[src/rtl/axi_sram_slave_pkg.sv]
// ============================================================================
// Module      : axi_sram_slave_pkg
// Description : Shared AXI response/burst/size codes and the bridge FSM state
//               type used by axi_sram_slave.
// Revision    : 1.0 - initial release
// ============================================================================
`timescale 1ns/1ps
`default_nettype none

package axi_sram_slave_pkg;

    localparam logic [1:0] C_RESP_OKAY   = 2'b00;
    localparam logic [1:0] C_RESP_SLVERR = 2'b10;
    localparam logic [1:0] C_BURST_FIXED = 2'b00;
    localparam logic [2:0] C_SIZE_WORD   = 3'b010;

    typedef enum logic [2:0] {
        ST_IDLE    = 3'd0,
        ST_RD_ADDR = 3'd1,
        ST_RD_DATA = 3'd2,
        ST_WR_DATA = 3'd3,
        ST_WR_RESP = 3'd4
    } state_e;

endpackage

`default_nettype wire

[src/rtl/axi_sram_slave.sv]
// ============================================================================
// Module      : axi_sram_slave
// Description : AXI4 slave bridge to a single-port word-addressed SRAM with
//               one-cycle read latency. Define SRAM_SLAVE_ERR_CHECK_EN to flag
//               WLAST mismatches and non-word AxSIZE with SLVERR responses.
// Revision    : 1.0 - initial release
// ============================================================================
`timescale 1ns/1ps
`default_nettype none

module axi_sram_slave
    import axi_sram_slave_pkg::*;
#(
    parameter int ID_W   = 8,
    parameter int ADDR_W = 32,
    parameter int DATA_W = 32,
    parameter int LEN_W  = 4,
    parameter int MEM_AW = 14,
    localparam int STRB_W = DATA_W / 8
) (
    input  logic              ACLK,
    input  logic              ARESET,
    // write address
    input  logic [ID_W-1:0]   AWID_S,
    input  logic [ADDR_W-1:0] AWADDR_S,
    input  logic [LEN_W-1:0]  AWLEN_S,
    input  logic [2:0]        AWSIZE_S,
    input  logic [1:0]        AWBURST_S,
    input  logic              AWVALID_S,
    output logic              AWREADY_S,
    // write data
    input  logic [DATA_W-1:0] WDATA_S,
    input  logic [STRB_W-1:0] WSTRB_S,
    input  logic              WLAST_S,
    input  logic              WVALID_S,
    output logic              WREADY_S,
    // write response
    output logic [ID_W-1:0]   BID_S,
    output logic [1:0]        BRESP_S,
    output logic              BVALID_S,
    input  logic              BREADY_S,
    // read address
    input  logic [ID_W-1:0]   ARID_S,
    input  logic [ADDR_W-1:0] ARADDR_S,
    input  logic [LEN_W-1:0]  ARLEN_S,
    input  logic [2:0]        ARSIZE_S,
    input  logic [1:0]        ARBURST_S,
    input  logic              ARVALID_S,
    output logic              ARREADY_S,
    // read data
    output logic [ID_W-1:0]   RID_S,
    output logic [DATA_W-1:0] RDATA_S,
    output logic [1:0]        RRESP_S,
    output logic              RLAST_S,
    output logic              RVALID_S,
    input  logic              RREADY_S,
    // SRAM macro
    output logic              CS,
    output logic              OE,
    output logic [STRB_W-1:0] WEB,
    output logic [MEM_AW-1:0] A,
    output logic [DATA_W-1:0] DI,
    input  logic [DATA_W-1:0] DO
);

    state_e              state_q, state_d;
    logic [ID_W-1:0]     id_q, id_d;
    logic [MEM_AW-1:0]   addr_q, addr_d;
    logic [LEN_W-1:0]    len_q, len_d;
    logic [LEN_W-1:0]    cnt_q, cnt_d;
    logic [1:0]          burst_q, burst_d;
    logic                last_wr_q, last_wr_d;
    logic [DATA_W-1:0]   rdata_q, rdata_d;
    logic                rd_first_q, rd_first_d;
    logic                size_err_q, size_err_d;
    logic                wlast_err_q, wlast_err_d;

    logic                w_grant_rd;
    logic                w_grant_wr;
    logic                w_beat_last;
    logic [MEM_AW-1:0]   w_addr_next;
    logic                w_ar_size_bad;
    logic                w_aw_size_bad;
    logic                w_unused_ok;

    // Read wins a tie unless the previous transaction was a read.
    assign w_grant_rd    = ARVALID_S && (!AWVALID_S || last_wr_q);
    assign w_grant_wr    = AWVALID_S && (!ARVALID_S || !last_wr_q);
    assign w_beat_last   = (cnt_q == len_q);
    assign w_addr_next   = (burst_q == C_BURST_FIXED) ? addr_q : addr_q + 1'b1;
    assign w_ar_size_bad = (ARSIZE_S != C_SIZE_WORD);
    assign w_aw_size_bad = (AWSIZE_S != C_SIZE_WORD);

    assign RID_S   = id_q;
    assign BID_S   = id_q;
    // DO is only valid on the first R cycle; afterwards the captured copy holds.
    assign RDATA_S = rd_first_q ? DO : rdata_q;

    assign w_unused_ok = ^{ARADDR_S[ADDR_W-1:MEM_AW+2], ARADDR_S[1:0],
                           AWADDR_S[ADDR_W-1:MEM_AW+2], AWADDR_S[1:0]
`ifndef SRAM_SLAVE_ERR_CHECK_EN
                           , WLAST_S, w_ar_size_bad, w_aw_size_bad
`endif
                          };

    always_ff @(posedge ACLK) begin
        if (ARESET) begin
            state_q     <= ST_IDLE;
            id_q        <= '0;
            addr_q      <= '0;
            len_q       <= '0;
            cnt_q       <= '0;
            burst_q     <= '0;
            last_wr_q   <= 1'b1;
            rdata_q     <= '0;
            rd_first_q  <= 1'b0;
            size_err_q  <= 1'b0;
            wlast_err_q <= 1'b0;
        end else begin
            state_q     <= state_d;
            id_q        <= id_d;
            addr_q      <= addr_d;
            len_q       <= len_d;
            cnt_q       <= cnt_d;
            burst_q     <= burst_d;
            last_wr_q   <= last_wr_d;
            rdata_q     <= rdata_d;
            rd_first_q  <= rd_first_d;
            size_err_q  <= size_err_d;
            wlast_err_q <= wlast_err_d;
        end
    end

    always_comb begin
        state_d     = state_q;
        id_d        = id_q;
        addr_d      = addr_q;
        len_d       = len_q;
        cnt_d       = cnt_q;
        burst_d     = burst_q;
        last_wr_d   = last_wr_q;
        rdata_d     = rdata_q;
        rd_first_d  = 1'b0;
        size_err_d  = size_err_q;
        wlast_err_d = wlast_err_q;

        ARREADY_S = 1'b0;
        AWREADY_S = 1'b0;
        WREADY_S  = 1'b0;
        RVALID_S  = 1'b0;
        RLAST_S   = 1'b0;
        RRESP_S   = C_RESP_OKAY;
        BVALID_S  = 1'b0;
        BRESP_S   = C_RESP_OKAY;
        CS        = 1'b0;
        OE        = 1'b0;
        WEB       = '1;
        A         = '0;
        DI        = '0;

        case (state_q)
            ST_IDLE: begin
                ARREADY_S = w_grant_rd;
                AWREADY_S = w_grant_wr;
                if (w_grant_rd) begin
                    id_d    = ARID_S;
                    addr_d  = ARADDR_S[MEM_AW+1:2];
                    len_d   = ARLEN_S;
                    burst_d = ARBURST_S;
                    cnt_d   = '0;
`ifdef SRAM_SLAVE_ERR_CHECK_EN
                    size_err_d = w_ar_size_bad;
`else
                    size_err_d = 1'b0;
`endif
                    state_d = ST_RD_ADDR;
                end else if (w_grant_wr) begin
                    id_d        = AWID_S;
                    addr_d      = AWADDR_S[MEM_AW+1:2];
                    len_d       = AWLEN_S;
                    burst_d     = AWBURST_S;
                    cnt_d       = '0;
                    wlast_err_d = 1'b0;
`ifdef SRAM_SLAVE_ERR_CHECK_EN
                    size_err_d = w_aw_size_bad;
`else
                    size_err_d = 1'b0;
`endif
                    state_d = ST_WR_DATA;
                end
            end
            ST_RD_ADDR: begin
                CS         = 1'b1;
                OE         = 1'b1;
                A          = addr_q;
                rd_first_d = 1'b1;
                state_d    = ST_RD_DATA;
            end
            ST_RD_DATA: begin
                RVALID_S = 1'b1;
                RLAST_S  = w_beat_last;
                RRESP_S  = size_err_q ? C_RESP_SLVERR : C_RESP_OKAY;
                if (rd_first_q) begin
                    rdata_d = DO;
                end
                if (RREADY_S) begin
                    if (w_beat_last) begin
                        last_wr_d = 1'b0;
                        state_d   = ST_IDLE;
                    end else begin
                        cnt_d   = cnt_q + 1'b1;
                        addr_d  = w_addr_next;
                        state_d = ST_RD_ADDR;
                    end
                end
            end
            ST_WR_DATA: begin
                WREADY_S = 1'b1;
                if (WVALID_S) begin
                    CS  = 1'b1;
                    WEB = ~WSTRB_S;
                    A   = addr_q;
                    DI  = WDATA_S;
`ifdef SRAM_SLAVE_ERR_CHECK_EN
                    wlast_err_d = wlast_err_q | (WLAST_S != w_beat_last);
`endif
                    if (w_beat_last) begin
                        state_d = ST_WR_RESP;
                    end else begin
                        cnt_d  = cnt_q + 1'b1;
                        addr_d = w_addr_next;
                    end
                end
            end
            ST_WR_RESP: begin
                BVALID_S = 1'b1;
                BRESP_S  = (size_err_q || wlast_err_q) ? C_RESP_SLVERR : C_RESP_OKAY;
                if (BREADY_S) begin
                    last_wr_d = 1'b1;
                    state_d   = ST_IDLE;
                end
            end
            default: begin
                state_d = ST_IDLE;
            end
        endcase

        // No handshake or SRAM write may take effect in a reset cycle.
        if (ARESET) begin
            ARREADY_S = 1'b0;
            AWREADY_S = 1'b0;
            WREADY_S  = 1'b0;
            RVALID_S  = 1'b0;
            RLAST_S   = 1'b0;
            RRESP_S   = C_RESP_OKAY;
            BVALID_S  = 1'b0;
            BRESP_S   = C_RESP_OKAY;
            CS        = 1'b0;
            OE        = 1'b0;
            WEB       = '1;
            A         = '0;
            DI        = '0;
        end
    end

endmodule

`default_nettype wire

[config.mk]
export PLATFORM = sky130hd
export DESIGN_NAME = axi_sram_slave
export DESIGN_NICKNAME = d
export VERILOG_FILES = /design/src/rtl/axi_sram_slave_pkg.sv /design/src/rtl/axi_sram_slave.sv
export SDC_FILE = /design/constraint.sdc
export NUM_CORES = 1
export LEC_CHECK = 0
export CAP_MARGIN = 20
export CORE_UTILIZATION = 33
export DETAILED_ROUTE_END_ITERATION = 10
export GPL_TIMING_DRIVEN = 0
export PLACE_DENSITY = 0.78
export SLEW_MARGIN = 30
export SYNTH_ARGS = -nofsm -noshare
export SYNTH_HDL_FRONTEND = slang
export SYNTH_SLANG_ARGS = --single-unit
[constraint.sdc]
create_clock -name ACLK -period 1.5 [get_ports ACLK]
set_input_delay 0.225 -clock ACLK [delete_from_list [all_inputs] [get_ports ACLK]]
set_output_delay 0.225 -clock ACLK [all_outputs]
set_load 0.005 [all_outputs]
==> impl_metrics.json, run 1 <==
{
  "cts_buffer_depth": 2,
  "placed_area_mm2": 0.006858,
  "drtAntennaViolNets": 0,
  "final_cell_mix": "134 x clkdlybuf4s50_1, 117 x buf_6, 73 x buf_4",
  "hp-class": "register to register",
  "wl_met1_mm": 7.535,
  "via_per_inst": 5.478,
  "drv_cap": 0,
  "fin_area_mm2": 0.009395,
  "cts_tree": "yes",
  "yosys_warnings": 0,
  "final_core_util_pct": 76.62,
  "p_leak_nw": 4.042,
  "wl_met2_mm": 11.60,
  "violations": "negative setup slack",
  "synth_top_area_share_pct": 32.71,
  "worst_slew_pin_slew_ns": 0.8908,
  "grt_start_max_net_pins": 13,
  "critPathLaunchType": "register",
  "fin_skew_ns": 0.01077,
  "crit_arrival_ns": 1.84,
  "die-area_mm2": 0.01325,
  "syn_area_per_cell_um2": 8.074,
  "die_x_um": 115.1,
  "core_area_mm2": 0.01226,
  "grt_pass1_wl_mm": 30.26,
  "seq_area_frac_synth_pct": 32.71,
  "die_y_um": 115.1,
  "critPathRequiredTime_ns": 1.27,
  "synthesis.area_mm2": 0.004223,
  "crit_path_end_kind": "output port",
  "synth_top_cell_by_area": "dfxtp_1",
  "drtIter0Drc": 529,
  "clock-sinks": 69,
  "clk_pin_slew_ns": 0.06,
  "gp_congestion": 0.8624,
  "h-tree-depth": 3,
  "final_cells": 1060,
  "rows": 40,
  "port_buffers": 236,
  "dr.max_layer_used": "met4",
  "track_usage_pct": 30.05,
  "wl_met3_mm": 1.938,
  "final_hold_viol_count": 0,
  "start_util_pct": 34.44,
  "drive_gt1_share_pct": 51.91,
  "via_count": 5807,
  "clk_latency_ns": 0.34,
  "drt_drc_violations_left": 0,
  "irDropWorstVdd_uv": 731.3,
  "placed_cells_incl_taps": 930,
  "final-setup-viol-count": 156,
  "rsz0062_at_grt": "yes",
  "ios": 284,
  "synth-seq-cells": 69,
  "root_buffer": "clkbuf_16",
  "wl_per_cell_um": 20.84,
  "synth.area.top_cells": "dfxtp_1 33%, nor3_1 9.5%, mux2_2 9.3%",
  "numCtsBuffers": 9,
  "hpwl_mm": 12.18,
  "postSynthCellCount": 523,
  "max_freq_ghz": 0.4850,
  "finalCritPeriodShare_pct": 137.5,
  "area_delta_synth_final_pct": 122.5,
  "relSlewSlack_pct": 40.61,
  "dr.pass1.iters": 5,
  "status": "complete, but fails checks",
  "power_mw": 11.41,
  "cts_hold_buf": 0,
  "overflow": 0,
  "final_common_cell": "clkdlybuf4s50_1",
  "synth_cell_types": 50,
  "grt_pass1_vias": 5870,
  "path_class": "register to output port",
  "nets": 1061,
  "finalWirelength_mm": 22.09,
  "crit_fanout": 8,
  "slew_viol_final": 0,
  "powerDensity_mw_per_mm2": 1215,
  "antenna_found_initial": 2,
  "min_period_ns": 2.062,
  "finalWorstSetupSlack_ns": -0.5619,
  "tns_ns": -47.57
}
-- Yosys cell counts, drive strengths merged --
master and number:
nor3 80, dfxtp 69, nor2 64, and2 44
mux2 44, buf 33, a21oi 25, clkbuf 22
a211oi 17, mux2i 17, nand2 16, nand2b 12
o21ai 12, o32ai 8, inv 6, nand3 5
nor4 5, nand4 4, nor2b 4, xnor2 4
o211ai 3, o31ai 3, or3 3, a211o 2
and3 2, ha 2, or4 2, a311oi 1
a31oi 1, a32oi 1, a41oi 1, and4 1
conb 1, nand4b 1, nor3b 1, o2111ai 1
o211a 1, o21a 1, o221ai 1, o31a 1
o41ai 1, or2 1
-- power by group --
group	switching (mW)	leakage [nW]	total [mW]	internal, mW
logic	2.87	3.32	6.48	3.61
clock network	0.866	0.148	2.24	1.38
registers	0.420	0.575	2.69	2.27
total	4.15	4.04	11.4	7.26
-- what timing repair did --
action,4_1_cts,5_1_grt
setup endpoints to repair,166,164
buffers inserted,76,38
pin swaps,102,36
gates resized for setup,694,112
cloned,15,0
-- worst paths after layout --
| kind | start | to | cells past startpoint | slack, ns |
|---|---|---|---|---|
| max | state_q[1] | WEB[3] | 8 | -0.56 |
| min | rdata_q[14] | rdata_q[14] | 2 | 0.49 |
| max reg2reg | state_q[1] | state_q[1] | 8 | -0.47 |
| min reg2reg | rdata_q[14] | rdata_q[14] | 2 | 0.49 |
-- metrics by stage --
step                      setup slack (ns)  hold WS, ns
final                              -0.5619       0.4939
after detailed placement            -1.403       0.4849
after global routing               -0.6008       0.5061
after global placement              -1.371       0.4808
after floorplan                   -0.02518       0.3455
after CTS                          -0.5005       0.4927
-- sequential cells by signal (all words and copies together), names as in the netlist --
signal / cells
BID_S: 8
addr_q: 14
burst_q: 2
cnt_q: 4
last_wr_q: 1
len_q: 4
rd_first_q: 1
rdata_q: 32
state_q: 3
-- cell families (layout without fill, tap and decap cells) --
logic type,count (synthesis),after routing,synth area share (%)
flip-flops,69,69,32.71
adder cells (fa/ha/maj),2,2,0.5925
AND/OR/NAND/NOR,245,245,29.45
AO/OA/AOI/OAI,80,80,13.36
XOR/XNOR,4,4,0.8295
other,1,6,0.08880
multiplexers,61,61,15.76
buffers and inverters,61,425,7.200
-- layer usage --
layer,track usage [%],vias to the layer above
met1,29.35,2753
met4,15.76,0
met5,0,-
met3,7.802,86
met2,57.75,390
li1,-,2578
-- worst max-delay path, cell delays in order (launching register included) --
cell	delay, ns
dfxtp_2	0.37
buf_6	0.13
nand4b_1	0.22
nor2_4	0.18
buf_6	0.17
clkbuf_16	0.16
buf_8	0.11
nand2_4	0.05
buf_6	0.11
-- area by class of cell --
type                       count  area (um2)
antenna                        2       5.005
buffer                        53       600.6
clock buffer                  11       252.7
clock inverter                 5       58.81
fill                         731        2867
inverter                       6       25.02
multi-input combinational    396        3342
sequential                    69        1413
tap                          168       210.2
timing repair buffer         350        3488
Note: power is estimated with default switching activity, not from simulation.
==> inputs of run 2 (changes only) <==
--- a/config.mk
+++ b/config.mk
@@ -6,10 +6,13 @@
 export NUM_CORES = 1
 export LEC_CHECK = 0
 export CAP_MARGIN = 20
-export CORE_UTILIZATION = 33
+export CELL_PAD_IN_SITES_DETAIL_PLACEMENT = 1
+export CELL_PAD_IN_SITES_GLOBAL_PLACEMENT = 1
+export CORE_UTILIZATION = 22
+export CTS_CLUSTER_DIAMETER = 150
 export DETAILED_ROUTE_END_ITERATION = 10
 export GPL_TIMING_DRIVEN = 0
-export PLACE_DENSITY = 0.78
+export PLACE_DENSITY_LB_ADDON = 0.1
 export SLEW_MARGIN = 30
 export SYNTH_ARGS = -nofsm -noshare
 export SYNTH_HDL_FRONTEND = slang
==> impl_metrics.json, run 2 (same netlist as run 1, synthesis figures left out) <==
{
  "status": "complete, but fails checks",
  "violations": "negative setup slack",
  "clock-sinks": 69,
  "cts_hold_buf": 0,
  "placed_area_mm2": 0.006940,
  "power_mw": 12.75,
  "dr.pass1.iters": 4,
  "wl_per_cell_um": 20.12,
  "powerDensity_mw_per_mm2": 1238,
  "via_per_inst": 4.871,
  "drv_cap": 0,
  "whs_path_depth": 2,
  "cts_tree": "yes",
  "crit_arrival_ns": 1.88,
  "crit_chain": "buf_6 -> nand4b_1 -> buf_6 -> nor2_4 -> buf_12 -> buf_8 -> buf_6 -> buf_6 -> and2_4 -> buf_6",
  "critPathLaunchType": "register",
  "rrSetupSlack_ns": -0.56,
  "reg2reg_depth": 10,
  "place_ws_ns": -1.591,
  "root_buffer": "clkbuf_16",
  "h-tree-depth": 3,
  "finalCritPeriodShare_pct": 140.3,
  "crit_path_end_kind": "output port",
  "worstHoldEndpoint": "rdata_q[19]",
  "slew_viol_final": 0,
  "die_y_um": 140.5,
  "grt_start_max_net_pins": 13,
  "drtIter0Drc": 151,
  "finalWorstSetupSlack_ns": -0.6050,
  "cp_top_family": "buffers and inverters",
  "port_buffers": 236,
  "rsz0062_at_grt": "yes",
  "drt_drc_violations_left": 0,
  "fin_skew_ns": 0.008361,
  "min_period_ns": 2.105,
  "critPathMostFrequentCell": "buf_6",
  "hold-worst-slack_ns": 0.4987,
  "grt_pass1_vias": 6356,
  "area_delta_synth_final_pct": 143.9,
  "final_cell_mix": "152 x buf_6, 135 x clkdlybuf4s50_1, 81 x buf_4",
  "start_util_pct": 22.50,
  "crit_path_top_delay_cell": "dfxtp_2",
  "final-setup-viol-count": 158,
  "rows": 50,
  "critical_path_depth": 10,
  "nets": 1107,
  "numCtsBuffers": 9,
  "hpwl_mm": 13.50,
  "core_area_mm2": 0.01877,
  "ios": 284,
  "drive_gt1_share_pct": 57.05,
  "grt_pass1_wl_mm": 34.66,
  "max_stage_delay_ns": 0.33,
  "relSlewSlack_pct": 46.53,
  "top_register": "rdata_q",
  "die_x_um": 140.5,
  "fin_area_mm2": 0.01030,
  "max_freq_ghz": 0.4751,
  "path_class": "register to output port",
  "tns_ns": -52.95,
  "reg2reg_to": "addr_q[1]",
  "largest_register_ffs": 32,
  "irDropWorstVdd_uv": 551.6,
  "r2r-start": "state_q[1]",
  "drtAntennaViolNets": 0,
  "min_from": "rdata_q[19]",
  "crit_fanout": 6,
  "via_count": 5699,
  "p_leak_nw": 4.390,
  "cp.buffers_inverters": 7,
  "clk_latency_ns": 0.34,
  "critPathRequiredTime_ns": 1.27,
  "die-area_mm2": 0.01975,
  "worst_slew_pin_slew_ns": 0.8021,
  "antenna_found_initial": 0,
  "clk_pin_slew_ns": 0.06,
  "cts_buffer_depth": 2,
  "hp-class": "register to register",
  "final_hold_viol_count": 0,
  "overflow": 0,
  "gp_congestion": 0.7897,
  "final_common_cell": "buf_6",
  "track_usage_pct": 22.80,
  "antenna_cells": 0,
  "finalWirelength_mm": 23.54
}
==> run 2: cell count changes in the layout (fill, tap and decap cells not counted), moves of 5 or more <==
cell	previous run	this run
buf_12	2	10
nor3_2	21	29
nor2_1	58	53
nor3_1	50	44
clkbuf_2	11	3
buf_6	117	152
a211oi_2	7	14
buf_4	73	81
a211oi_1	10	2
==> run 2: cell type report <==
type	count	area [um2]
Multi-Input combinational cell	397	3498
Buffer	50	554.3
Sequential cell	69	1420
Clock inverter	6	133.9
Timing Repair Buffer	398	4135
Clock buffer	10	239.0
Fill cell	2012	8469
Tap cell	234	292.8
Inverter	6	25.02
==> run 2: worst max-delay path by stage <==
stage	from	endpoint	slack, ns
finish	state_q[1]	DI[19]	-0.60
global placement	ARESET	RVALID_S	-1.56
detailed placement	ARESET	RVALID_S	-1.59
CTS	state_q[1]	A[7]	-0.62
global route	state_q[1]	DI[19]	-0.66
floorplan	cnt_q[0]	addr_q[1]	-0.03
==> run 2: per-stage QoR <==
step	instances	util [%]
after floorplan	526	-
after global routing	1170	54.87
final	1170	54.87
after detailed placement	996	36.98
after global placement	996	36.98
after CTS	1138	51.13
==> run 2: report_power, final <==
part | internal, mW | total, mW | leakage [nW] | switching, mW
clock network | 1.84 | 2.71 | 0.183 | 0.867
logic | 4.25 | 7.34 | 3.63 | 3.10
registers | 2.28 | 2.70 | 0.576 | 0.418
==> run 2: layer usage <==
layer | vias to the layer above | track usage, % | routed length (um)
li1 | 2670 | - | -
met1 | 2822 | 24.56 | 9051
met2 | 188 | 44.95 | 13010
met3 | 19 | 3.795 | 1150
met4 | 0 | 6.808 | 325
met5 | - | 0 | 0
==> run 2: worst reg2reg max path: stages, from the launching register on <==
cell and delay [ns]:
dfxtp_2 0.33, buf_6 0.12, nand4b_1 0.17, buf_6 0.19, buf_4 0.13, buf_6 0.13, o41ai_4 0.05, o211ai_1 0.29
buf_4 0.23, a211o_1 0.23, a21oi_2 0.11
==> run 2: timing repair <==
item,4_1_cts,5_1_grt
resized for setup,714,175
buffers inserted,112,45
pin swaps,108,45
setup endpoints to repair,166,161
cloned,16,2
